==> config.mk <==
export PLATFORM = sky130hd
export DESIGN_NAME = sort_ctrl
export DESIGN_NICKNAME = d
export VERILOG_FILES = /design/src/rtl/sort_ctrl_pkg.sv /design/src/rtl/cmp_mag.sv /design/src/rtl/sort_ctrl.sv
export SDC_FILE = /design/constraint.sdc
export NUM_CORES = 1
export LEC_CHECK = 0
export ABC_CLOCK_PERIOD_IN_PS = 11920
export CAP_MARGIN = 0
export CORE_UTILIZATION = 65
export CTS_CLUSTER_DIAMETER = 200
export DETAILED_ROUTE_END_ITERATION = 8
export PLACE_DENSITY = 0.9
export SYNTH_ARGS = -nofsm -noshare
export SYNTH_HDL_FRONTEND = slang
export SYNTH_HIERARCHICAL = 1
export SYNTH_SLANG_ARGS = --single-unit
==> constraint.sdc <==
create_clock -name clk -period 11.92 [get_ports clk]
set_input_delay 1.788 -clock clk [delete_from_list [all_inputs] [get_ports clk]]
set_output_delay 1.788 -clock clk [all_outputs]
set_load 0.1 [all_outputs]
==> src/rtl/sort_ctrl_pkg.sv <==
// Shared definitions for the sort_ctrl block.
//   - state_t      : FSM encoding (ST_LOAD, ST_SORT, ST_DRAIN)
//   - depth_ok()   : legal block sizes
//   - cnt_ok()     : cmp_count wide enough for a worst-case sort of DEPTH bytes
package sort_ctrl_pkg;

    typedef enum logic [1:0] {
        ST_LOAD  = 2'd0,
        ST_SORT  = 2'd1,
        ST_DRAIN = 2'd2
    } state_t;

    localparam int unsigned DEPTH_MIN = 2;
    localparam int unsigned DEPTH_MAX = 16;

    function automatic bit depth_ok(input int unsigned depth);
        return (depth >= DEPTH_MIN) && (depth <= DEPTH_MAX);
    endfunction

    // Worst case is a full bubble sort: depth*(depth-1)/2 comparisons.
    function automatic bit cnt_ok(input int unsigned depth, input int unsigned cnt_w);
        return (cnt_w >= 1) && (cnt_w <= 31) &&
               ((depth * (depth - 1) / 2) < (32'd1 << cnt_w));
    endfunction

endpackage

==> src/rtl/cmp_mag.sv <==
// Combinational 8-bit unsigned magnitude comparator.
// Ports:
//   a, b     in   8   operands
//   greater  out  1   a > b
//   lesser   out  1   a < b
//   equal    out  1   a == b
// Exactly one of greater/lesser/equal is high.
module cmp_mag (
    input  logic [7:0] a,
    input  logic [7:0] b,
    output logic       greater,
    output logic       lesser,
    output logic       equal
);

    always_comb begin
        greater = (a > b);
        lesser  = (a < b);
        equal   = (a == b);
    end

endmodule

==> src/rtl/sort_ctrl.sv <==
// Block sorter: loads DEPTH bytes over a valid/ready stream, bubble-sorts them in place
// using a single shared comparator (one comparison per clock), then drains the sorted
// block over a valid/ready output stream.
// Ports:
//   clk, rst_n           clock, asynchronous active-low reset
//   in_valid/in_ready    input handshake (in_ready high only in LOAD)
//   in_data              input byte
//   desc                 sort order, sampled on the last load handshake (1 = descending)
//   out_valid/out_ready  output handshake (out_valid high only in DRAIN)
//   out_data             sorted byte, 0 outside DRAIN
//   busy                 high in SORT and DRAIN
//   cmp_count            comparisons used by the last completed sort
module sort_ctrl
    import sort_ctrl_pkg::*;
#(
    parameter int unsigned DEPTH = 8,
    parameter int unsigned CNT_W = 8
) (
    input  logic             clk,
    input  logic             rst_n,
    input  logic             in_valid,
    output logic             in_ready,
    input  logic [7:0]       in_data,
    input  logic             desc,
    output logic             out_valid,
    input  logic             out_ready,
    output logic [7:0]       out_data,
    output logic             busy,
    output logic [CNT_W-1:0] cmp_count
);

    localparam int unsigned PTR_W = $clog2(DEPTH);
    localparam logic [PTR_W-1:0] LAST_IDX  = PTR_W'(DEPTH - 1);
    localparam logic [PTR_W-1:0] PASS_LAST = PTR_W'(DEPTH - 2);

    if (!depth_ok(DEPTH)) begin : g_bad_depth
        $error("sort_ctrl: DEPTH must be in 2..16");
    end
    if (!cnt_ok(DEPTH, CNT_W)) begin : g_bad_cnt_w
        $error("sort_ctrl: CNT_W too narrow for DEPTH*(DEPTH-1)/2");
    end

    state_t             state_q, state_d;
    logic [PTR_W-1:0]   wr_ptr_q, rd_ptr_q, j_q, pass_q;
    logic               swapped_q, desc_q;
    logic [CNT_W-1:0]   cnt_q, cmp_count_q;
    logic [7:0]         mem_q [DEPTH];

    logic [PTR_W-1:0]   j_nxt, j_last;
    logic [7:0]         cmp_a, cmp_b;
    logic               cmp_gt, cmp_lt, cmp_eq;
    logic               swap, pass_end, sort_done;
    logic               load_hs, load_last, drain_hs, drain_last;

    // Comparator operands come from the buffer at the current inner index.
    assign j_nxt  = j_q + PTR_W'(1);
    assign j_last = PASS_LAST - pass_q;
    assign cmp_a  = mem_q[j_q];
    assign cmp_b  = mem_q[j_nxt];

    cmp_mag u_cmp (
        .a       (cmp_a),
        .b       (cmp_b),
        .greater (cmp_gt),
        .lesser  (cmp_lt),
        .equal   (cmp_eq)
    );

    // Equal elements are never swapped, which keeps the sort stable.
    assign swap = (state_q == ST_SORT) && !cmp_eq &&
                  ((cmp_gt && !desc_q) || (cmp_lt && desc_q));

    assign pass_end  = (state_q == ST_SORT) && (j_q == j_last);
    // Finished when a whole pass made no swap, or the final pass has run.
    assign sort_done = pass_end && (!(swapped_q || swap) || (pass_q == PASS_LAST));

    assign load_hs    = in_valid && in_ready;
    assign load_last  = load_hs && (wr_ptr_q == LAST_IDX);
    assign drain_hs   = out_valid && out_ready;
    assign drain_last = drain_hs && (rd_ptr_q == LAST_IDX);

    // ---------------------------------------------------------------- FSM: state register
    always_ff @(posedge clk or negedge rst_n) begin
        if (!rst_n) begin
            state_q <= ST_LOAD;
        end else begin
            state_q <= state_d;
        end
    end

    // ---------------------------------------------------------------- FSM: next state
    always_comb begin
        state_d = state_q;
        unique case (state_q)
            ST_LOAD:  if (load_last)  state_d = ST_SORT;
            ST_SORT:  if (sort_done)  state_d = ST_DRAIN;
            ST_DRAIN: if (drain_last) state_d = ST_LOAD;
            default:                  state_d = ST_LOAD;
        endcase
    end

    // ---------------------------------------------------------------- FSM: outputs
    always_comb begin
        in_ready  = (state_q == ST_LOAD);
        out_valid = (state_q == ST_DRAIN);
        busy      = (state_q == ST_SORT) || (state_q == ST_DRAIN);
        out_data  = (state_q == ST_DRAIN) ? mem_q[rd_ptr_q] : 8'h00;
        cmp_count = cmp_count_q;
    end

    // ---------------------------------------------------------------- control datapath
    always_ff @(posedge clk or negedge rst_n) begin
        if (!rst_n) begin
            wr_ptr_q    <= '0;
            rd_ptr_q    <= '0;
            j_q         <= '0;
            pass_q      <= '0;
            swapped_q   <= 1'b0;
            desc_q      <= 1'b0;
            cnt_q       <= '0;
            cmp_count_q <= '0;
        end else begin
            unique case (state_q)
                ST_LOAD: begin
                    if (load_hs) begin
                        wr_ptr_q <= load_last ? '0 : wr_ptr_q + PTR_W'(1);
                    end
                    if (load_last) begin
                        desc_q    <= desc;
                        pass_q    <= '0;
                        j_q       <= '0;
                        swapped_q <= 1'b0;
                        cnt_q     <= '0;
                    end
                end
                ST_SORT: begin
                    cnt_q <= cnt_q + CNT_W'(1);
                    if (sort_done) begin
                        cmp_count_q <= cnt_q + CNT_W'(1);
                        rd_ptr_q    <= '0;
                    end else if (pass_end) begin
                        pass_q    <= pass_q + PTR_W'(1);
                        j_q       <= '0;
                        swapped_q <= 1'b0;
                    end else begin
                        j_q       <= j_nxt;
                        swapped_q <= swapped_q || swap;
                    end
                end
                ST_DRAIN: begin
                    if (drain_hs) begin
                        rd_ptr_q <= drain_last ? '0 : rd_ptr_q + PTR_W'(1);
                    end
                    if (drain_last) begin
                        wr_ptr_q <= '0;
                    end
                end
                default: ;
            endcase
        end
    end

    // ---------------------------------------------------------------- buffer (no reset)
    always_ff @(posedge clk) begin
        if (load_hs) begin
            mem_q[wr_ptr_q] <= in_data;
        end else if (swap) begin
            mem_q[j_q]   <= cmp_b;
            mem_q[j_nxt] <= cmp_a;
        end
    end

endmodule

==> run metrics <==
outcome finished, final reports clean; Sink Count 96; global route total overflow 0; multi-input logic area 3560 um^2; worst-case clock buffer depth 2; Worst Hold Endpoint cmp_count[7]; Post-synth ARST share 33.3%; Critical-path top delay cell o21ai_1; R2R Path Start j_q[0]; hold path depth 2; cell-by-cell listing of the critical path buf_4 > ha_1 > xor2_2 > buf_4 > mux4_2 > nand2_1 > o21ai_0 > inv_1 > ha_1 > a21oi_1 > o21ai_0 > o21ba_1 > mux2_2 > nand2_1 > nor2_1 > nand4_1 > o21ai_1; DP Worst Slack 5.76 ns; DRC 0; EDFF count, synth 64; Core Rows 36; Synthesized Nets 578; Core Area 9770 um^2; R2R setup slack 5.75 ns; most common cell in the netlist mux2i_1; CTS tree yes; Hold Slack 0.487 ns; post-layout net count 599; # port buffers 31; top post-synthesis cells by area edfxtp_1 (29%), mux4_2 (15%), mux2i_1 (14%); cell taking the most area after synthesis edfxtp_1; clk_lat worst skew 0.37 ns; post-synthesis average cell area 12.0 um^2; DPL Wire Length 11,100 um; Die Wd 102 um; skew final 0.0112 ns; RSZ-0062 raised after global routing false; count of final setup violators 0; Detailed Routing Iterations Pass 1 6; yosys warns 6; Die H 102 um; largest net degree at the start of global routing 33; final worst setup slack ~5.7 ns; via count 4,758; total area of sequential cells 2720 um^2; Post-synth top flop edfxtp_1; flops & latches, synth between 90 and 100; worst path arrival time about 6.2 ns; total global-route track usage 33.3%; list of most frequent post-synthesis cells mux2i_1 (90), edfxtp_1 (64), nand2_1 (44); clock root cell clkbuf_8; number of distinct library cells after synthesis 56; Mapped Cells 544; routability congestion estimate 0.957; Vias/cell 6.77; hold_buf cts 0; Tcrit/Tclk final 51.8%; CP Launch Type register; Starting DRT DRC Count 441; Hold Path Class register to register; ant diodes 0; CP Capture Type register; start point of the worst hold path cmp_count[7]; first-pass GRT wire length approximately 25,000 um; CP Class register to register; cts bufs inserted 9; R2R cell count 17; Die Area 10,500 um^2; Ports 32; Max FO, Critical Path 28; Synth top area share between 20% and 30%; share of cells above drive strength 1 around 17%; Clk pin slew, worst setup/hold paths 0.10 ns; vias in the first global route 4,716; f_max 162 MHz; Worst path max stage delay 0.86 ns; PostCTS Resize Cnt 0; antenna viol nets, final 0; worst-margin pin slew about 1.3 ns; Worst R2R End mem_q[3][6]; CP required 11.92 ns; Final Hold Vio Count 0; H-tree levels 3; # Max-Cap Violations 0; Area Overhead vs Synth 8.88%; Filler cells 700; postcts setup bufs 0; cell area after synthesis approximately 6600 um^2; Final TNS setup 0 ns; final WL 16,300 um; Avg WL per Cell 23.2 um; starting density of the core approximately 67%; Final Util roughly 73%; sequential element share of the synthesized area 41.5%; Pins Over Slew Limit 0; initial antenna violation count 0; Slew HR about a tenth; Tmin final between 6 and 7 ns
-- cell usage in the layout (no fill, tap or decap), types with 6 or more instances in the layout --
cell type        netlist  layout
mux2i_1               90      90
edfxtp_1              64      64
nand2_1               44      44
mux4_2                43      43
dfrtp_1               32      31
clkdlybuf4s50_1        0      31
inv_1                 28      28
o21ai_0               29      28
nor2_1                24      24
ha_1                  21      21
a21oi_1               14      14
buf_4                  1      13
mux2_2                12      12
nand3_1               11      11
nor2b_1               10      10
clkbuf_8               0       9
nor3_1                 7       7
o32ai_1                6       6
-- cell type report --
class                   count  share of cell area (%)
flip-flops and latches     96                    38.2
multi-input cells         384                    49.9
clock buffers              11                    1.84
clock inverters             5                   0.456
well taps                 133                    2.33
repair buffers             44                    5.72
inverters                  30                    1.58
-- registers in the layout, summed over array words and instances (netlist names) --
name	cells
cnt_q	8
swapped_q	1
mem_q	64
state_q	2
wr_ptr_q	3
j_q	3
pass_q	3
cmp_count	8
rd_ptr_q	3
desc_q	1
-- per-stage QoR --
| step | instances | area [um^2] |
|---|---|---|
| 6_report | 703 | 7140 |
| 5_1_grt | 703 | 7140 |
| 4_1_cts | 702 | 7130 |
| 3_5_place_dp | 686 | 6960 |
| 3_3_place_gp | 686 | 6960 |
| 2_1_floorplan | 544 | 6550 |
-- how the worst max path moves through the flow --
stage	cells after the start	startpoint	end
final	17	j_q[0]	mem_q[3][6]
after global routing	17	j_q[0]	mem_q[3][6]
after CTS	17	j_q[0]	mem_q[3][6]
after detailed placement	17	j_q[0]	mem_q[3][2]
after global placement	16	j_q[0]	mem_q[3][2]
after floorplan	5	state_q[0]	out_data[0]
-- kinds of logic (layout without fill, tap and decap cells) --
group                      after synthesis  after routing  share of synthesized area (%)
AOI/OAI and AO/OA                       90             90                           8.93
xor gates and xnor gates                11             11                           1.79
adders and majority gates               21             21                           4.01
buffers and inverters                   64             90                           4.22
DFF                                     96             96                           41.5
muxes                                  145            145                           30.6
and+or+nand+nor                        117            117                           8.92
-- routing by layer --
metal,track usage [%],up-vias,share of wire (%)
met3,9.99,54,11
met5,0,-,0
met2,50.6,283,47
li1,-,2110,-
met4,16.5,0,4.0
met1,44.0,2311,38
-- worst max-delay path, delay by kind of cell (launching register included) --
| family | cells | cell delay (ns) |
|---|---|---|
| adders and majority gates | 2 | 0.56 |
| muxes | 2 | 0.78 |
| DFF | 1 | 0.66 |
| AOI/OAI and AO/OA | 5 | 1.49 |
| and+or+nand+nor | 4 | 1.20 |
| xor gates and xnor gates | 1 | 0.15 |
| buffers and inverters | 3 | 0.91 |
Power is left out: the tool's default activity adds up to more than one toggle a clock period on the data nets, which glitch-free logic cannot reach.
